$ cat config.mk
export PLATFORM = sky130hd
export DESIGN_NAME = pio_edge_irq
export DESIGN_NICKNAME = d
export VERILOG_FILES = /design/src/rtl/pio_pkg.sv /design/src/rtl/pio_debounce.sv /design/src/rtl/pio_edge_irq.sv
export SDC_FILE = /design/constraint.sdc
export NUM_CORES = 1
export LEC_CHECK = 0
export CORE_ASPECT_RATIO = 1.25
export CORE_MARGIN = 2
export CORE_UTILIZATION = 45
export CTS_CLUSTER_DIAMETER = 80
export DETAILED_ROUTE_END_ITERATION = 8
export HOLD_SLACK_MARGIN = 0.06
export SYNTH_ARGS = -nofsm -noshare
export SYNTH_HDL_FRONTEND = slang
export SYNTH_HIERARCHICAL = 1
export SYNTH_SLANG_ARGS = --single-unit
$ cat constraint.sdc
create_clock -name clk -period 3.1 [get_ports clk]
set_clock_uncertainty 0.2 [all_clocks]
set_input_delay 0.465 -clock clk [delete_from_list [all_inputs] [get_ports clk]]
set_output_delay 0.465 -clock clk [all_outputs]
set_load 0.01 [all_outputs]
$ cat src/rtl/pio_pkg.sv
// Shared definitions for the PIO edge-interrupt block: register word addresses
// and bus data width.
package pio_pkg;

  localparam int PIO_DW = 32;

  localparam logic [2:0] PIO_ADDR_DATA     = 3'd0;
  localparam logic [2:0] PIO_ADDR_RISE_EN  = 3'd1;
  localparam logic [2:0] PIO_ADDR_FALL_EN  = 3'd2;
  localparam logic [2:0] PIO_ADDR_IRQ_MASK = 3'd3;
  localparam logic [2:0] PIO_ADDR_EDGE_CAP = 3'd4;
  localparam logic [2:0] PIO_ADDR_DB_LIMIT = 3'd5;

  function automatic logic [PIO_DW-1:0] pio_zext16(input logic [15:0] v);
    return {16'd0, v};
  endfunction

endpackage

$ cat src/rtl/pio_debounce.sv
// Single-pin 2-flop synchroniser followed by a limit-based debounce counter.
module pio_debounce (
  input  logic        clk,
  input  logic        reset_n,
  input  logic        pin_in,
  input  logic [15:0] db_limit,
  output logic        stable
);

  logic        r_sync1;
  logic        r_sync2;
  logic        r_stable;
  logic [15:0] r_cnt;

  // Synchronise, then commit a new level once it has disagreed for longer than
  // db_limit; the count only advances while below the limit, so it never wraps.
  always_ff @(posedge clk or negedge reset_n) begin
    if (!reset_n) begin
      r_sync1  <= 1'b0;
      r_sync2  <= 1'b0;
      r_stable <= 1'b0;
      r_cnt    <= 16'd0;
    end else begin
      r_sync1 <= pin_in;
      r_sync2 <= r_sync1;
      if (r_sync2 == r_stable) begin
        r_cnt <= 16'd0;
      end else if (r_cnt >= db_limit) begin
        r_stable <= r_sync2;
        r_cnt    <= 16'd0;
      end else begin
        r_cnt <= r_cnt + 16'd1;
      end
    end
  end

  assign stable = r_stable;

endmodule

$ cat src/rtl/pio_edge_irq.sv
// Debounced pin monitor with rise/fall edge capture (write-1-to-clear) and a
// maskable level interrupt on a 3-bit-address Avalon-MM slave.
module pio_edge_irq
  import pio_pkg::*;
#(
  parameter int          WIDTH    = 8,
  parameter logic [15:0] DB_RESET = 16'd0
) (
  input  logic              clk,
  input  logic              reset_n,
  input  logic [2:0]        address,
  input  logic              write,
  input  logic              read,
  input  logic [31:0]       writedata,
  output logic [31:0]       readdata,
  input  logic [WIDTH-1:0]  pin_in,
  output logic              irq
);

  logic [WIDTH-1:0]  r_rise_en;
  logic [WIDTH-1:0]  r_fall_en;
  logic [WIDTH-1:0]  r_irq_mask;
  logic [WIDTH-1:0]  r_edge_cap;
  logic [WIDTH-1:0]  r_prev;
  logic [15:0]       r_db_limit;
  logic [PIO_DW-1:0] r_readdata;
  logic              r_irq;

  logic [WIDTH-1:0]  w_stable;
  logic [WIDTH-1:0]  w_rise;
  logic [WIDTH-1:0]  w_fall;
  logic [WIDTH-1:0]  w_clr;
  logic [WIDTH-1:0]  w_cap_next;
  logic [WIDTH-1:0]  w_mask_next;
  logic [PIO_DW-1:0] w_rd_mux;
  logic              w_wr_rise;
  logic              w_wr_fall;
  logic              w_wr_mask;
  logic              w_wr_cap;
  logic              w_wr_db;
  logic              w_unused_wdata;

  for (genvar g = 0; g < WIDTH; g++) begin : g_db
    pio_debounce u_db (
      .clk      (clk),
      .reset_n  (reset_n),
      .pin_in   (pin_in[g]),
      .db_limit (r_db_limit),
      .stable   (w_stable[g])
    );
  end

  assign w_wr_rise = write && (address == PIO_ADDR_RISE_EN);
  assign w_wr_fall = write && (address == PIO_ADDR_FALL_EN);
  assign w_wr_mask = write && (address == PIO_ADDR_IRQ_MASK);
  assign w_wr_cap  = write && (address == PIO_ADDR_EDGE_CAP);
  assign w_wr_db   = write && (address == PIO_ADDR_DB_LIMIT);

  assign w_unused_wdata = ^writedata[31:16];

  assign w_rise      = w_stable & ~r_prev;
  assign w_fall      = ~w_stable & r_prev;
  assign w_clr       = w_wr_cap ? writedata[WIDTH-1:0] : {WIDTH{1'b0}};
  // Set terms are ORed after the clear so a coincident edge wins.
  assign w_cap_next  = (r_edge_cap & ~w_clr) | (w_rise & r_rise_en) | (w_fall & r_fall_en);
  assign w_mask_next = w_wr_mask ? writedata[WIDTH-1:0] : r_irq_mask;

  // Read-data selection; unused upper bits and reserved words read zero.
  always_comb begin
    w_rd_mux = '0;
    case (address)
      PIO_ADDR_DATA:     w_rd_mux[WIDTH-1:0] = w_stable;
      PIO_ADDR_RISE_EN:  w_rd_mux[WIDTH-1:0] = r_rise_en;
      PIO_ADDR_FALL_EN:  w_rd_mux[WIDTH-1:0] = r_fall_en;
      PIO_ADDR_IRQ_MASK: w_rd_mux[WIDTH-1:0] = r_irq_mask;
      PIO_ADDR_EDGE_CAP: w_rd_mux[WIDTH-1:0] = r_edge_cap;
      PIO_ADDR_DB_LIMIT: w_rd_mux            = pio_zext16(r_db_limit);
      default:           w_rd_mux            = '0;
    endcase
  end

  // Control registers, edge capture, interrupt and read-data register.
  always_ff @(posedge clk or negedge reset_n) begin
    if (!reset_n) begin
      r_rise_en  <= '0;
      r_fall_en  <= '0;
      r_irq_mask <= '0;
      r_edge_cap <= '0;
      r_prev     <= '0;
      r_db_limit <= DB_RESET;
      r_readdata <= '0;
      r_irq      <= 1'b0;
    end else begin
      if (w_wr_rise) r_rise_en  <= writedata[WIDTH-1:0];
      if (w_wr_fall) r_fall_en  <= writedata[WIDTH-1:0];
      if (w_wr_db)   r_db_limit <= writedata[15:0];
      r_irq_mask <= w_mask_next;
      r_edge_cap <= w_cap_next;
      r_prev     <= w_stable;
      r_irq      <= |(w_cap_next & w_mask_next);
      if (read) r_readdata <= w_rd_mux;
    end
  end

  assign readdata = r_readdata;
  assign irq      = r_irq;

endmodule

==> run_results.csv <==
group,metric,value,unit
status,outcome,"completed",
synthesis,synth_top_family_by_area,"simple AND/OR/NAND/NOR gates",
min_path,hold_path_class,"flop to flop",
detailed_routing,vias_per_cell,5.19,
setup_path,crit_required,3330,ps
pwr,vdd.ir_drop.worst,0.000442,V
timing,relSlewSlack,48.7,%
timing,rsz0062_at_grt,"false",
setup_path,critPathLaunchType,"flop",
timing,worst_slew_pin_slew,770,ps
die,core.rowCount,70,
final_layout,fillers,2699,
pwr,switching_power,3100,µW
setup_path,r2r_start,"r_db_limit[9]$_DFFE_PN0P_",
setup_path,crit_buf_inv,1,
pwr,p_int,6090,µW
clock_tree,post_cts_buffers,0,
setup_path,crit_path_max_fanout,10,
timing,min_period_over_period,87.6,%
die,die_x,157,µm
timing,final_hold_viol_count,0,
clock_tree,cts.sinks,225,
clock_tree,insertion_delay,550,ps
final_layout,area_delta_synth_final,14.6,%
pwr,seq_power_share,42.1,%
synthesis,synth.top_cell.area_share,42.6,%
timing,fin_hold_ws,145,ps
final_layout,layout_commonest_cell,"dfrtp_1",
die,io_pins,80,
setup_path,setup.worst_path.end,"g_db[4].u_db/stable$_DFFE_PN0P_",
timing,post-route-min-period,2720,ps
setup_path,crit_path_max_incr_delay,790,ps
final_layout,mostFrequentLayoutCells,"dfrtp_1 (225), nor2_1 (176), inv_1 (167)",
synthesis,yosysWarnings,6,
synthesis,syn_inst,1358,
clock_tree,clk_path_buf_depth,3,
synthesis,muxShareOfSynthArea,4.01,%
setup_path,reg2reg_slack,380,ps
setup_path,cp_top_family,"simple AND/OR/NAND/NOR gates",
synthesis,yosys.area_share.simple,17.4,%
synthesis,synth-seq-area-share,42.6,%
global_routing,grt_pass1_vias,9637,
die,die_y,196,µm
global_routing,grt_pass1_wl,50500,µm
global_routing,antenna_found_initial,2,
die,start_util,45.4,%
detailed_routing,wl_per_cell,16.5,µm
clock_tree,cts_buffers,25,
setup_path,cp-startpoint,"r_db_limit[9]$_DFFE_PN0P_",
synthesis,synth_top_area_cell,"dfrtp_1",
synthesis,synth_area,13200,µm²
timing,setup_viol,0,
pwr,p_per_area,607,nW/µm²
clock_tree,cts_resized,0,
global_routing,grt_max_degree,69,
detailed_routing,drt-pass1-iter-count,4,
synthesis,ys_top_cells_by_area,"dfrtp_1 (43%), ha_1 (13%), xor2_1 (6.4%)",
synthesis,synthXorXnorAreaFrac,7.95,%
setup_path,critical_path_class,"flop to flop",
synthesis,syn_avg_cell_area,9.73,µm²
detailed_routing,dr_total_vias,9641,
timing,maxClockFrequency,368,MHz
timing,slew_violations,0,
clock_tree,clk_pin_slew,60,ps
pwr,power_leakage,0.00727,µW
global_routing,grt_overflow,0,
clock_tree,clockRootBuffer,"clkbuf_16",
timing,setup_tns,0,ps
setup_path,setup.worst_path.end_class,"flop",
final_layout,fin_nets,1628,
final_layout,drive_gt1_share,9.77,%
setup_path,crit_slowest_cell,"dfrtp_1",
clock_tree,cts_tree,"yes",
global_routing,grt_use_total,20.8,%
placement,gp_congestion,0.839,
setup_path,reg2regPathDepth,7,
setup_path,cp.depth,7,
detailed_routing,drt_iter0_drc,348,
die,dieArea,30800,µm²
detailed_routing,drc_errors,0,
detailed_routing,ant_nets,0,
die,coreArea,29100,µm²
clock_tree,ctsHoldBuffers,1,
final_layout,diodes,0,
pwr,p_clk_share,31.8,%
synthesis,synth-compound-area-share,7.95,%
synthesis,synth_adder_area_share,12.9,%
placement,io_buffers,47,
clock_tree,cts_max_level,1,
placement,dpl.hpwl,21800,µm
synthesis,ys_ff_latch,225,
pwr,swShare,33.7,%
synthesis,synthDistinctLibCells,53,
detailed_routing,totalWireLength,30700,µm
flow_run,maxCapViolCount,0,
pwr,pwr-share-comb,26.1,%
setup_path,crit_chain,"inv_1 > ha_1 > nand2_1 > nor3_2 > or4b_4 > nand3_1 > mux2_1",
setup_path,regToRegEndpoint,"g_db[4].u_db/stable$_DFFE_PN0P_",
setup_path,cp_data_arrival_time,2950,ps
==> final cells by class <==
class	count	area [µm²]	area share, %
timing repair buffer	89	881	5.82
clock buffer	35	713	4.71
clock inverter	10	88.8	0.587
sequential	225	5630	37.2
inverter	169	634	4.19
tap	396	495	3.27
multi-input combinational	935	6700	44.2
==> registers in the layout, indices dropped and copies added (netlist names), 8 cells and up <==
register / count
readdata: 16
r_rise_en: 8
r_fall_en: 8
r_edge_cap: 8
r_prev: 8
g_db.u_db/stable: 8
g_db.u_db/r_cnt: 128
g_db.u_db/r_sync1: 8
r_irq_mask: 8
g_db.u_db/r_sync2: 8
r_db_limit: 16
==> per-stage QoR <==
| stage | total power [µW] | setup slack, ps | cells | utilization [%] | area, µm² |
|---|---|---|---|---|---|
| 2_1_floorplan | 5350 | 710 | 1373 | - | 13300 |
| 3_3_place_gp | 6270 | 403 | 1813 | 49.3 | 14300 |
| 3_5_place_dp | 6340 | 337 | 1813 | 49.3 | 14300 |
| 4_1_cts | 9320 | 344 | 1859 | 52.1 | 15100 |
| 5_1_grt | 9780 | 195 | 1859 | 52.1 | 15100 |
| 6_report | 9190 | 383 | 1859 | 52.1 | 15100 |
==> worst min path at each step <==
stage | to | cells after the start | start | slack (ps)
after floorplan | g_db[0].u_db/r_cnt[0]$_DFF_PN0_ | 0 | reset_n | -30
final | g_db[0].u_db/r_sync2$_DFF_PN0_ | 0 | g_db[0].u_db/r_sync1$_DFF_PN0_ | 140
after detailed placement | g_db[0].u_db/r_sync2$_DFF_PN0_ | 0 | g_db[0].u_db/r_sync1$_DFF_PN0_ | 130
after global routing | g_db[1].u_db/r_sync1$_DFF_PN0_ | 1 | pin_in[1] | 150
after CTS | g_db[2].u_db/r_sync1$_DFF_PN0_ | 1 | pin_in[2] | 130
after global placement | g_db[0].u_db/r_sync2$_DFF_PN0_ | 0 | g_db[0].u_db/r_sync1$_DFF_PN0_ | 130
==> cells by family after synthesis <==
logic type,after synthesis
fa+ha+maj,136
other cells,1
mux,45
simple gates,459
xor+xnor,120
buf+inv,213
flops,225
compound gates,159
==> worst register-to-register path, delay by kind of cell, from the launching register on <==
family	cells	cell delay [ps]
buffers and inverters	1	110
DFF	1	790
muxes	1	330
adders and majority gates	1	330
and+or+nand+nor	4	850
==> metal layers <==
metal  up-vias  wire, µm  global-route usage (%)
li1       4756         -                       -
met1      4706     13400                    26.5
met2       130     15400                    36.3
met3        47      1130                    3.08
met4         2       818                    6.43
met5         -        11                       0
==> power by group through the flow <==
stage               Clock [µW]  Sequential [µW]  Combinational [µW]
floorplan                    0             3740                1610
global placement             0             3900                2360
detailed placement           0             3920                2420
CTS                       3010             3870                2440
global route              3120             3920                2740
finish                    2920             3870                2400
==> Yosys cell counts, drive strengths merged <==
cell type and instances:
dfrtp 225, nor2 177, inv 167, ha 136
nand2 100, xor2 96, nand4 73, o21ai 49
a21oi 46, mux2 37, nand3 34, buf 32
xnor2 24, a21o 18, and4 18, a2111oi 16
nand3b 15, clkbuf 12, nor3 10, and2 9
and3 8, nand2b 8, o211ai 8, a22oi 7
mux2i 6, a222oi 3, nor2b 3, a221o 2
a31o 2, a31oi 2, clkinv 2, mux4 2
o21a 2, o22ai 2, a221oi 1, and2b 1
conb 1, nand4b 1, nand4bb 1, o221ai 1
or4b 1
(Power assumes the default switching activity.)
